--- src/rtl/mem_arbiter_if.sv ---
// Bus bundle between the instruction-fetch port, the data port and the
// shared memory, as seen by mem_arbiter.
interface mem_arbiter_if;
  logic        if_req;
  logic [31:0] if_addr;
  logic        if_ready;
  logic [31:0] if_rdata;

  logic        d_req;
  logic        d_we;
  logic [31:0] d_addr;
  logic [31:0] d_wdata;
  logic        d_ready;
  logic [31:0] d_rdata;

  logic        m_req;
  logic        m_we;
  logic [31:0] m_addr;
  logic [31:0] m_wdata;
  logic        m_ack;
  logic [31:0] m_rdata;

  logic        pipeline_stall;
  logic        err;

  // Arbiter side.
  modport slave (
    input  if_req, if_addr, d_req, d_we, d_addr, d_wdata, m_ack, m_rdata,
    output if_ready, if_rdata, d_ready, d_rdata,
    output m_req, m_we, m_addr, m_wdata, pipeline_stall, err
  );

  // Requester / memory-model side.
  modport master (
    output if_req, if_addr, d_req, d_we, d_addr, d_wdata, m_ack, m_rdata,
    input  if_ready, if_rdata, d_ready, d_rdata,
    input  m_req, m_we, m_addr, m_wdata, pipeline_stall, err
  );
endinterface

--- src/rtl/mem_arbiter.sv ---
// Two-port (fetch / data) arbiter onto one shared memory port.
// Data accesses win by default; a fetch that has waited behind STARVE_MAX
// consecutive data grants is served next.
// Optional feature macro: MEM_ARBITER_TIMEOUT_EN -- aborts an access that
// sees no m_ack within TIMEOUT_CYC busy cycles, returning 32'hDEADBEEF and
// pulsing err. Without it the arbiter waits forever and err is tied low.
module mem_arbiter #(
  parameter int STARVE_MAX  = 4,
  parameter int TIMEOUT_CYC = 16
) (
  input logic           clk,
  input logic           reset,
  mem_arbiter_if.slave  bus
);

  // Elaboration-time guard on parameter ranges.
  if (STARVE_MAX < 1 || STARVE_MAX > 15 || TIMEOUT_CYC < 1) begin : g_bad_param
    $error("mem_arbiter: STARVE_MAX must be 1..15 and TIMEOUT_CYC >= 1");
  end

  typedef enum logic [1:0] {IDLE, BUSY_IF, BUSY_D} state_t;

  localparam logic [3:0] STARVE_LIM = 4'(STARVE_MAX);

  state_t     state;
  logic [3:0] starve_cnt;
  logic       grant_d;
  logic       grant_if;

`ifdef MEM_ARBITER_TIMEOUT_EN
  localparam int            TW   = $clog2(TIMEOUT_CYC) + 1;
  localparam logic [TW-1:0] TLIM = TW'(TIMEOUT_CYC - 1);
  logic [TW-1:0] tcnt;
`else
  assign bus.err = 1'b0;
`endif

  // Arbitration decision, only acted upon while IDLE.
  always_comb begin
    grant_d  = bus.d_req && (!bus.if_req || (starve_cnt < STARVE_LIM));
    grant_if = bus.if_req && !grant_d;
  end

  assign bus.pipeline_stall = (bus.if_req && !bus.if_ready) ||
                              (bus.d_req && !bus.d_ready);

  // Main FSM: grant, drive the memory request, complete or abort.
  always_ff @(posedge clk or posedge reset) begin
    if (reset) begin
      state        <= IDLE;
      bus.m_req    <= 1'b0;
      bus.m_we     <= 1'b0;
      bus.m_addr   <= '0;
      bus.m_wdata  <= '0;
      bus.if_ready <= 1'b0;
      bus.if_rdata <= '0;
      bus.d_ready  <= 1'b0;
      bus.d_rdata  <= '0;
      starve_cnt   <= '0;
`ifdef MEM_ARBITER_TIMEOUT_EN
      bus.err      <= 1'b0;
      tcnt         <= '0;
`endif
    end else begin
      bus.if_ready <= 1'b0;
      bus.d_ready  <= 1'b0;
`ifdef MEM_ARBITER_TIMEOUT_EN
      bus.err      <= 1'b0;
`endif

      // Starvation counter runs only while a fetch is actually waiting.
      if (!bus.if_req) begin
        starve_cnt <= '0;
      end else if (state == IDLE && grant_if) begin
        starve_cnt <= '0;
      end else if (state == IDLE && grant_d && starve_cnt != 4'hF) begin
        starve_cnt <= starve_cnt + 4'd1;
      end

      case (state)
        IDLE: begin
          // m_ack here belongs to no access and is ignored.
          if (grant_d) begin
            state       <= BUSY_D;
            bus.m_req   <= 1'b1;
            bus.m_we    <= bus.d_we;
            bus.m_addr  <= bus.d_addr;
            bus.m_wdata <= bus.d_wdata;
          end else if (grant_if) begin
            state       <= BUSY_IF;
            bus.m_req   <= 1'b1;
            bus.m_we    <= 1'b0;
            bus.m_addr  <= bus.if_addr;
            bus.m_wdata <= '0;
          end
`ifdef MEM_ARBITER_TIMEOUT_EN
          tcnt <= '0;
`endif
        end

        BUSY_IF, BUSY_D: begin
          if (bus.m_ack) begin
            state     <= IDLE;
            bus.m_req <= 1'b0;
            bus.m_we  <= 1'b0;
            if (state == BUSY_IF) begin
              bus.if_rdata <= bus.m_rdata;
              bus.if_ready <= 1'b1;
            end else begin
              bus.d_rdata <= bus.m_rdata;
              bus.d_ready <= 1'b1;
            end
`ifdef MEM_ARBITER_TIMEOUT_EN
            tcnt <= '0;
          end else if (tcnt == TLIM) begin
            state     <= IDLE;
            bus.m_req <= 1'b0;
            bus.m_we  <= 1'b0;
            bus.err   <= 1'b1;
            tcnt      <= '0;
            if (state == BUSY_IF) begin
              bus.if_rdata <= 32'hDEADBEEF;
              bus.if_ready <= 1'b1;
            end else begin
              bus.d_rdata <= 32'hDEADBEEF;
              bus.d_ready <= 1'b1;
            end
          end else begin
            tcnt <= tcnt + 1'b1;
`endif
          end
        end

        default: begin
          state     <= IDLE;
          bus.m_req <= 1'b0;
        end
      endcase
    end
  end

endmodule

--- src/flat_wrapper.sv ---
// flat-port wrapper written by rule: the top's interface ports become plain ports
module mem_arbiter_flat 
#(
  parameter int STARVE_MAX  = 4,
  parameter int TIMEOUT_CYC = 16
)
  (clk, reset, bus_if_req, bus_if_addr, bus_d_req, bus_d_we, bus_d_addr, bus_d_wdata, bus_m_ack, bus_m_rdata, bus_if_ready, bus_if_rdata, bus_d_ready, bus_d_rdata, bus_m_req, bus_m_we, bus_m_addr, bus_m_wdata, bus_pipeline_stall, bus_err);
  mem_arbiter_if bus_i ();
  input logic clk;
  input logic reset;
  input wire logic [$bits(bus_i.if_req)-1:0] bus_if_req;
  input wire logic [$bits(bus_i.if_addr)-1:0] bus_if_addr;
  input wire logic [$bits(bus_i.d_req)-1:0] bus_d_req;
  input wire logic [$bits(bus_i.d_we)-1:0] bus_d_we;
  input wire logic [$bits(bus_i.d_addr)-1:0] bus_d_addr;
  input wire logic [$bits(bus_i.d_wdata)-1:0] bus_d_wdata;
  input wire logic [$bits(bus_i.m_ack)-1:0] bus_m_ack;
  input wire logic [$bits(bus_i.m_rdata)-1:0] bus_m_rdata;
  output wire logic [$bits(bus_i.if_ready)-1:0] bus_if_ready;
  output wire logic [$bits(bus_i.if_rdata)-1:0] bus_if_rdata;
  output wire logic [$bits(bus_i.d_ready)-1:0] bus_d_ready;
  output wire logic [$bits(bus_i.d_rdata)-1:0] bus_d_rdata;
  output wire logic [$bits(bus_i.m_req)-1:0] bus_m_req;
  output wire logic [$bits(bus_i.m_we)-1:0] bus_m_we;
  output wire logic [$bits(bus_i.m_addr)-1:0] bus_m_addr;
  output wire logic [$bits(bus_i.m_wdata)-1:0] bus_m_wdata;
  output wire logic [$bits(bus_i.pipeline_stall)-1:0] bus_pipeline_stall;
  output wire logic [$bits(bus_i.err)-1:0] bus_err;
  assign bus_i.if_req = bus_if_req;
  assign bus_i.if_addr = bus_if_addr;
  assign bus_i.d_req = bus_d_req;
  assign bus_i.d_we = bus_d_we;
  assign bus_i.d_addr = bus_d_addr;
  assign bus_i.d_wdata = bus_d_wdata;
  assign bus_i.m_ack = bus_m_ack;
  assign bus_i.m_rdata = bus_m_rdata;
  assign bus_if_ready = bus_i.if_ready;
  assign bus_if_rdata = bus_i.if_rdata;
  assign bus_d_ready = bus_i.d_ready;
  assign bus_d_rdata = bus_i.d_rdata;
  assign bus_m_req = bus_i.m_req;
  assign bus_m_we = bus_i.m_we;
  assign bus_m_addr = bus_i.m_addr;
  assign bus_m_wdata = bus_i.m_wdata;
  assign bus_pipeline_stall = bus_i.pipeline_stall;
  assign bus_err = bus_i.err;
  mem_arbiter #(.STARVE_MAX(STARVE_MAX), .TIMEOUT_CYC(TIMEOUT_CYC)) u_core (.clk(clk), .reset(reset), .bus(bus_i));
endmodule
--- config.mk ---
export PLATFORM = sky130hd
export DESIGN_NAME = mem_arbiter_flat
export DESIGN_NICKNAME = d
export VERILOG_FILES = /design/src/rtl/mem_arbiter_if.sv /design/src/rtl/mem_arbiter.sv /design/src/flat_wrapper.sv
export SDC_FILE = /design/constraint.sdc
export NUM_CORES = 1
export LEC_CHECK = 0
export BUFFER_PORTS_ARGS = -buffer_cell sky130_fd_sc_hd__buf_2
export CORE_MARGIN = 5
export CORE_UTILIZATION = 40
export CTS_BUF_LIST = sky130_fd_sc_hd__clkbuf_4 sky130_fd_sc_hd__clkbuf_8
export DETAILED_ROUTE_END_ITERATION = 10
export GPL_TIMING_DRIVEN = 0
export HOLD_SLACK_MARGIN = 0.02
export MAX_ROUTING_LAYER = met4
export PLACE_DENSITY = 0.7
export SLEW_MARGIN = 15
export SYNTH_ARGS = -nofsm -noshare
export SYNTH_HDL_FRONTEND = slang
export SYNTH_SLANG_ARGS = --single-unit
--- constraint.sdc ---
create_clock -name clk -period 4.5 [get_ports clk]
set_input_delay 0.45 -clock clk [delete_from_list [all_inputs] [get_ports clk]]
set_output_delay 0.45 -clock clk [all_outputs]
set_load 0.01 [all_outputs]
==> flow_results.org, run 1 <==
** Global route
- The number of global-route vias before repair came to between 5000 and 6000.
- Pin count of the biggest net entering global routing :: between 70 and 80
- The number of antenna violations at the first check in global routing was 2.
- The first global-routing pass estimated between 20000 and 30000 um of wire.
- Global-route usage over all layers :: 19.50%
- Summed over all layers, the global routing overflow is 0.

** Power and ir drop
- Sequential cells account for 38.3% of the total power.
- Overall power consumption after layout is estimated at 5.547 mW.
- The clock network burns around 17% of the power.
- The internal power of the cells totals around 3.4 mW.
- Power spread over the standard cell area amounts to between 700 and 800 nW/um2.
- In this run switching power makes up approximately 39% of total power.
- Net switching component of the power :: roughly 2.1 mW
- Peak VDD IR :: around 0.5 mV
- For this design the static power due to leakage is 4.060 nW.
- Logic pwr share :: 44.4%

** Layout
- Most common cell after layout, fill and taps aside :: buf_2
- The top cell types in the final layout, fill and taps aside, are buf_2, dfrtp_1, nand2_1.
- In the final design database the tool counted 933 nets.
- Ratio of cells with drive above 1 in the final layout :: a little over half
- Layout overhead on the synthesized area :: 33.73%

** STA
- Setup clock skew after layout :: between 0.01 and 0.015 ns
- Setup violations remaining at the end of the flow were counted as 0.
- The final critical path takes up a little over two fifths of the cycle.
- In this run the tightest slew margin relative to its limit is 66.07%.
- Static timing analysis puts the maximum clock frequency at between 500 and 600 MHz.
- On the final layout, the worst hold slack is approximately 0.22 ns.
- Setup repair after global routing left no endpoint under its margin.
- The final max-slew violation count came to 0.
- The final count of hold timing violations is 0.
- Tmin final :: 1.889 ns
- Transition time at the pin with the least slew margin :: a little over 0.5 ns
- For the final routed database, the setup TNS stands at 0 ns.

** Logic synthesis
- Count of cell types in the netlist :: 32
- In this run the mean area of a mapped cell was between 10 and 15 um2.
- Cell type with the highest aggregate area in the netlist :: dfrtp_1
- The share of synthesized area in the top cell type comes to between 50% and 60%.
- The synthesized netlist devotes less than 1% of its cell area to adder and majority cells.
- Most frequently used flop master after synthesis :: dfrtp_1
- The synthesized netlist devotes 0% of its cell area to XOR and XNOR gates.
- Dominant combinational cell family by area after synthesis :: simple AND/OR/NAND/NOR gates
- The synthesized netlist occupies a cell area of slightly below 6000 um2.
- FF+latch count, synth :: roughly 140
- Synthesis produced 508 cells.
- Sorting the synthesized cells by area gives the leading types as dfrtp_1, mux2_2, nand2_1.
- Seq/Total Area, Yosys :: 58.59%
- In the synthesized netlist, mux cells make up between 10 and 15% of the area.
- Share of flip-flops with an asynchronous set or reset :: between 90% and 100%
- Number of enable flip-flop cells after synthesis :: 0
- Synth warn :: 0
- Summing the areas of all compound-gate instances in the mapped netlist gives between 10% and 20% of the synthesized area.
- Post-Synthesis Net Count :: ~650
- Summing the areas of all and, or, nand and nor instances in the mapped netlist gives 13.42% of the synthesized area.

** Setup path
- Worst Setup End Kind :: primary output
- The critical path goes through buf_2 > buf_4 > clkbuf_1 > inv_1 > o22ai_1 > buf_2.
- The setup path with the least slack is of type in -> out.
- For the worst setup path, the data required time is 4.05 ns.
- The most numerous cell type found on the critical path is buf_2.
- Biggest cell delay along the critical path :: around 0.36 ns
- Of all nets on the critical path, the largest fanout is 10.
- Standard cell with the maximum stage delay on the critical path :: clkbuf_1
- At the worst endpoint, the arrival time is 1.44 ns.
- The worst setup path is launched from a primary input.

** Floorplan
- Initial core utilization :: 40.71%
- Area of the core region :: ~14000 um2
- The die is approximately 130 um tall.
- Row count :: 44
- Number of placed I/O pins :: 268
- The floorplan step defined a die boundary enclosing between 15000 and 20000 um2.
- Die Span X :: 131.4 um

** Clock tree
- Clock tree from TritonCTS :: built
- Clock-pin slew was measured on the worst setup and hold paths at 0.08 ns.
- TritonCTS Buffers :: 17
- Clk sink count :: about 140
- Number of levels the H-tree was split into :: 4
- Buffer type at the clock tree root :: clkbuf_8
- Latest clock arrival within the worst-skew pair :: ~0.45 ns
- Number of cells upsized or downsized after cts :: 0
- The clock passes through at most 2 buffers.

** Routing
- Total routed wirelength :: 16370 um
- DRC violations left :: 0
- Average detailed-routed wire length per instance :: 16.47 um
- Total number of vias :: 4887
- Once detail routing completed, the nets flagged for antenna violations numbered 0.
- Number of DRC markers in iteration 0 :: roughly 210
- For this run, the detailed router's first-pass iteration total came to 4.
- Dividing the detail-routed via count by the number of cells gives between 4 and 5.

** Placement
- The congestion estimate from routability-driven global placement came to 0.8339.
- Total of buffers placed on input and output ports :: between 200 and 300
- The HPWL after detailed placement is ~12000 um.

** Run status
- The run finished with clean final reports.

** Min path
- The worst hold path belongs to the class in -> reg.

** Run
- Across the run, the number of max-cap violations was 0.
## registers in the layout, summed over array words and instances (netlist names)
signal,cells
u_core.starve_cnt,4
u_core.bus.if_ready,1
u_core.state,2
u_core.bus.m_addr,32
u_core.bus.d_rdata,32
u_core.bus.m_req,1
u_core.bus.m_wdata,32
u_core.bus.if_rdata,32
u_core.bus.m_we,1
u_core.bus.d_ready,1
## kinds of logic (layout without fill, tap and decap cells)
group / Yosys count / count (layout)
simple gates: 179 / 179
flops: 138 / 138
compound gates: 76 / 76
mux: 64 / 64
buf+inv: 46 / 346
fa+ha+maj: 4 / 4
other cells: 1 / 3
## layer usage
layer / up-vias / track usage [%] / share of wire (%)
li1: 2339 / - / -
met1: 2330 / 23.64 / 43
met2: 199 / 30.70 / 48
met3: 19 / 6.881 / 7.4
met4: 0 / 6.114 / 1.5
met5: - / - / 0
## timing repair
action / 4_1_cts / 5_1_grt
hold buffers: 1 / 0
setup buffers: 0 / 0
endpoints found under the hold margin: 57 / 0
## cells in the mapped netlist, types with 2 or more instances
library cell	instances
buf_6	3
a22o_1	2
o21ai_1	33
buf_4	2
mux2_2	64
nor2_1	3
buf_2	25
inv_1	7
a21oi_1	3
o211ai_2	30
clkbuf_1	9
nand4_1	33
ha_1	4
nand2b_1	4
o211ai_1	2
nand2_1	131
dfrtp_1	138
## critical path, delay by kind of cell
kind | cells | cell delay, ns
compound gates | 1 | 0.10
buf+inv | 5 | 0.89
## stage by stage
stage	cells	setup slack (ns)	util [%]	instance area (um2)
CTS	992	2.580	54.41	7878
detailed placement	959	2.592	51.74	7491
global placement	958	-1.354	51.50	7456
global route	994	2.453	54.44	7883
floorplan	508	0.3538	-	5894
finish	994	2.611	54.44	7883
## final timing paths
check                      slack, ns  cells past startpoint                   start                      to
hold / removal                  0.22                      3          bus_d_wdata[8]   u_core.bus.m_wdata[8]
hold reg to reg                 0.48                      2  u_core.bus.m_wdata[24]  u_core.bus.m_wdata[24]
max in group asynchronous       3.20                      4                   reset   u_core.bus.m_wdata[7]
min in group asynchronous       0.57                      3                   reset   u_core.bus.d_rdata[6]
setup / recovery                2.61                      6               bus_d_req      bus_pipeline_stall
setup reg to reg                2.63                      5         u_core.state[0]   u_core.bus.d_rdata[1]
## power by group through the flow
stage	Combinational [mW]	Sequential [mW]	Clock, mW
5_1_grt	2.71	2.20	1.06
6_report	2.46	2.12	0.962
3_3_place_gp	2.46	2.13	0
2_1_floorplan	1.21	2.41	0
3_5_place_dp	2.50	2.14	0
4_1_cts	2.51	2.12	0.999
## area by class of cell
cell class,instances,area [um2]
clock inverter,12,113.9
buffer,39,207.7
clock buffer,20,262.8
timing repair buffer,268,1369
tap,184,230.2
antenna,2,5.005
multi-input combinational,324,2207
sequential,138,3453
inverter,7,33.78
fill,1315,6596
(Power assumes the default switching activity.)
==> run 2, diff against run 1 <==
clock period = 2 ns   (was 4.5 ns; I/O delays follow)
==> run 2 against run 1 <==
- combinational power grew 140%
- highest routed layer unchanged
- critical path type is now reg -> reg
- die area is the same
- total power grew 140%
==> flow_results.org, run 2 (synthesis results as in run 1) <==
** Clock tree
- TritonCTS built the clock tree.
- Setup Fix Bufs, Post-CTS :: 0 (unchanged)
- The register clock-pin slew on the reported worst setup and hold paths was 0.08 ns (about the same).
- The number of buffers created by CTS is 17 (unchanged).
- Clk sink count :: 138 (unchanged)
- The source-to-sink clock delay at the later pin of the worst-skew pair came to 0.43 ns (-0.02 ns).
- Clock tree buffer depth :: 2 (unchanged)
- Buffer type at the clock tree root :: clkbuf_8
- Number of levels the H-tree was split into :: 4 (unchanged)

** Floorplan
- The x dimension of the die was 131.4 um (unchanged).
- Height of the chip :: 131.4 um (unchanged)
- Number of placed I/O pins :: 268 (unchanged)
- The cell row count was 44 (unchanged).
- Area of the core region :: 14480 um2 (unchanged)
- The initial standard-cell utilization of the core came to 40.71% (unchanged).
- The area enclosed by the die boundary was 17260 um2 (unchanged).

** Routing
- DRC violations left :: 0 (unchanged)
- The detailed-route vias per instance is 4.909 (-0.15%).
- Total routed wirelength :: 19000 um (+16%)
- Total number of vias :: 5459 (+12%)
- The average wire length per cell after detail routing came to 17.08 um (+3.7%).
- Antenna-violating nets left :: 0 (unchanged)
- The detailed-routing iteration count for the pre-antenna-repair pass was 4 (unchanged).
- Number of DRC markers in iteration 0 :: 201 (-5.6%)

** Min path
- For hold timing, the worst endpoint is u_core.bus.m_addr[30].
- Kind of path behind the tightest hold check :: in -> reg
- Worst Min Path Start :: bus_d_addr[30]
- Hold Path Depth :: 3 (unchanged)

** Layout
- In the layout the commonest cells are buf_2, dfrtp_1, nand2_1.
- Final instance area :: 9168 um2 (+16%)
- Ratio of cells with drive above 1 in the final layout :: 46.23% (-6.5 points)
- The filler-free cell count of the finished design was 1112 (+12%).
- The post-layout net count came to 1053 (+13%).
- The fill cell total of the finished layout came to 1156 (-12%).
- The library cell used most frequently in the layout, excluding fill and tap cells, is buf_2.
- Total inserted antenna cells :: 0 (-2)
- Compared with the post-synthesis result, the final layout area differs by 55.53%.

** Global route
- Final global-route overflow total :: 0 (unchanged)
- The global-route wire length before repair is 31300 um (+17%).
- Global-route usage over all layers :: 22.86% (+3.4 points)
- Pin count of the biggest net entering global routing :: 36 (-54%)
- The number of antenna violations at the first check in global routing was 0 (-2).
- The number of global-route vias before repair is 6005 (+16%).

** Setup path
- The critical path is of the reg -> reg type.
- The data arrival time at the worst-slack endpoint came to 2.23 ns (+0.79 ns).
- The depth of the worst register-to-register path was 6 (+1).
- Capture point of the worst reg-to-reg path :: u_core.bus.m_addr[25]
- The setup slack of the most critical reg-to-reg path is 0.13 ns (-2.50 ns).
- Beginning of the worst register-to-register path :: u_core.state[1]
- Worst setup SP type :: flip-flop
- Max Fanout on Critical Path :: 10 (unchanged)
- Worst Setup End Kind :: flip-flop
- Required time of the critical path :: 2.36 ns (-1.69 ns)

** STA
- The number of setup violations in the final report came to 0 (unchanged).
- Hold Vio Cnt, Final :: 0 (unchanged)
- After layout, the worst path uses between 90 and 100% of the clock period.
- Tmin final :: 1.866 ns
- Setup repair after global routing missed its margin :: no
- Fin Hold WS :: 0.06213 ns (-0.1609 ns)
- The final max-slew violation count came to 0 (unchanged).
- Setup clock skew after layout :: 0.007477 ns (-0.004206 ns)
- Derived from the worst setup path, the maximum achievable clock frequency is 536.0 MHz.

** Power and ir drop
- Leak pwr :: 4.599 nW (+13%)
- The total power density per cell area is 1438 nW/um2 (+100%).
- Peak VDD IR :: 0.8663 mV (+77%)

** Run
- Max_cap viols :: 0 (unchanged)

** Placement
- The total placed instance area came to 7540 um2 (+0.65%).
- The number of port buffers is 266 (unchanged).
- Sum of net half-perimeters after detailed placement :: 12370 um (+1.4%)
- Placed cell count :: 962 (+0.31%)
- The last weighted congestion value of the routability-driven placer came to 0.8107 (-2.8%).

** Run status
- The run finished with clean final reports.
## run 2: cell count changes in the layout (fill, tap and decap cells not counted), sizes merged
cell,before,now
bufinv,1,4
dlygate4sd3,1,118
diode,2,0
buf,297,300
clkbuf,29,26
## run 2: stage by stage
step | power, mW | worst slack, ns | TNS, ns | utilization, %
finish | 13.18 | 0.1342 | 0 | 63.32
global route | 14.09 | 0.009966 | 0 | 63.32
CTS | 13.26 | 0.1491 | 0 | 63.32
detailed placement | 10.45 | 0.1678 | 0 | 52.07
global placement | 10.33 | -0.8544 | -116.35 | 51.52
floorplan | 8.162 | 0.07888 | 0 | -
## run 2: cell type report
class	count	area, um2	area share [%]
Clock buffer	17	234.0	2.552
Timing Repair Buffer	388	2592	28.28
Inverter	7	30.03	0.3276
Buffer	39	207.7	2.266
Sequential cell	138	3453	37.67
Multi-Input combinational cell	324	2207	24.08
Tap cell	184	230.2	2.511
Clock inverter	15	212.7	2.320
## run 2: worst max path at each step
stage,from,endpoint,slack [ns],cells past startpoint
global placement,reset,u_core.bus.m_wdata[18],-0.85,2
global route,u_core.state[1],u_core.bus.m_addr[25],0.01,6
CTS,u_core.state[0],u_core.bus.d_rdata[7],0.15,5
detailed placement,u_core.state[0],u_core.bus.if_rdata[22],0.17,5
finish,u_core.state[1],u_core.bus.m_addr[25],0.13,6
floorplan,reset,u_core.bus.d_rdata[0],0.08,1
## run 2: layer usage
metal	vias up	track usage (%)	share of wire [%]
li1	2572	-	-
met1	2602	26.32	40
met2	247	37.73	50
met3	38	7.645	7.6
met4	0	7.543	2.4
met5	-	-	0
## run 2: what timing repair did
action / CTS / global route
hold buffers: 118 / 0
resized for setup: 0 / 0
endpoints found under the hold margin: 198 / 0
## run 2: critical path, stage by stage, from the launching register on
cell,delay (ns)
dfrtp_1,0.42
inv_1,0.09
ha_1,0.25
buf_2,0.28
clkbuf_1,0.42
nand4_1,0.22
o211ai_2,0.12
## run 2: where the power goes
part / switching, mW / total, mW / internal (mW) / leakage (nW)
logic: 3.17 / 5.83 / 2.65 / 2.68
clock network: 1.18 / 2.56 / 1.38 / 0.214
registers: 0.677 / 4.80 / 4.12 / 1.71
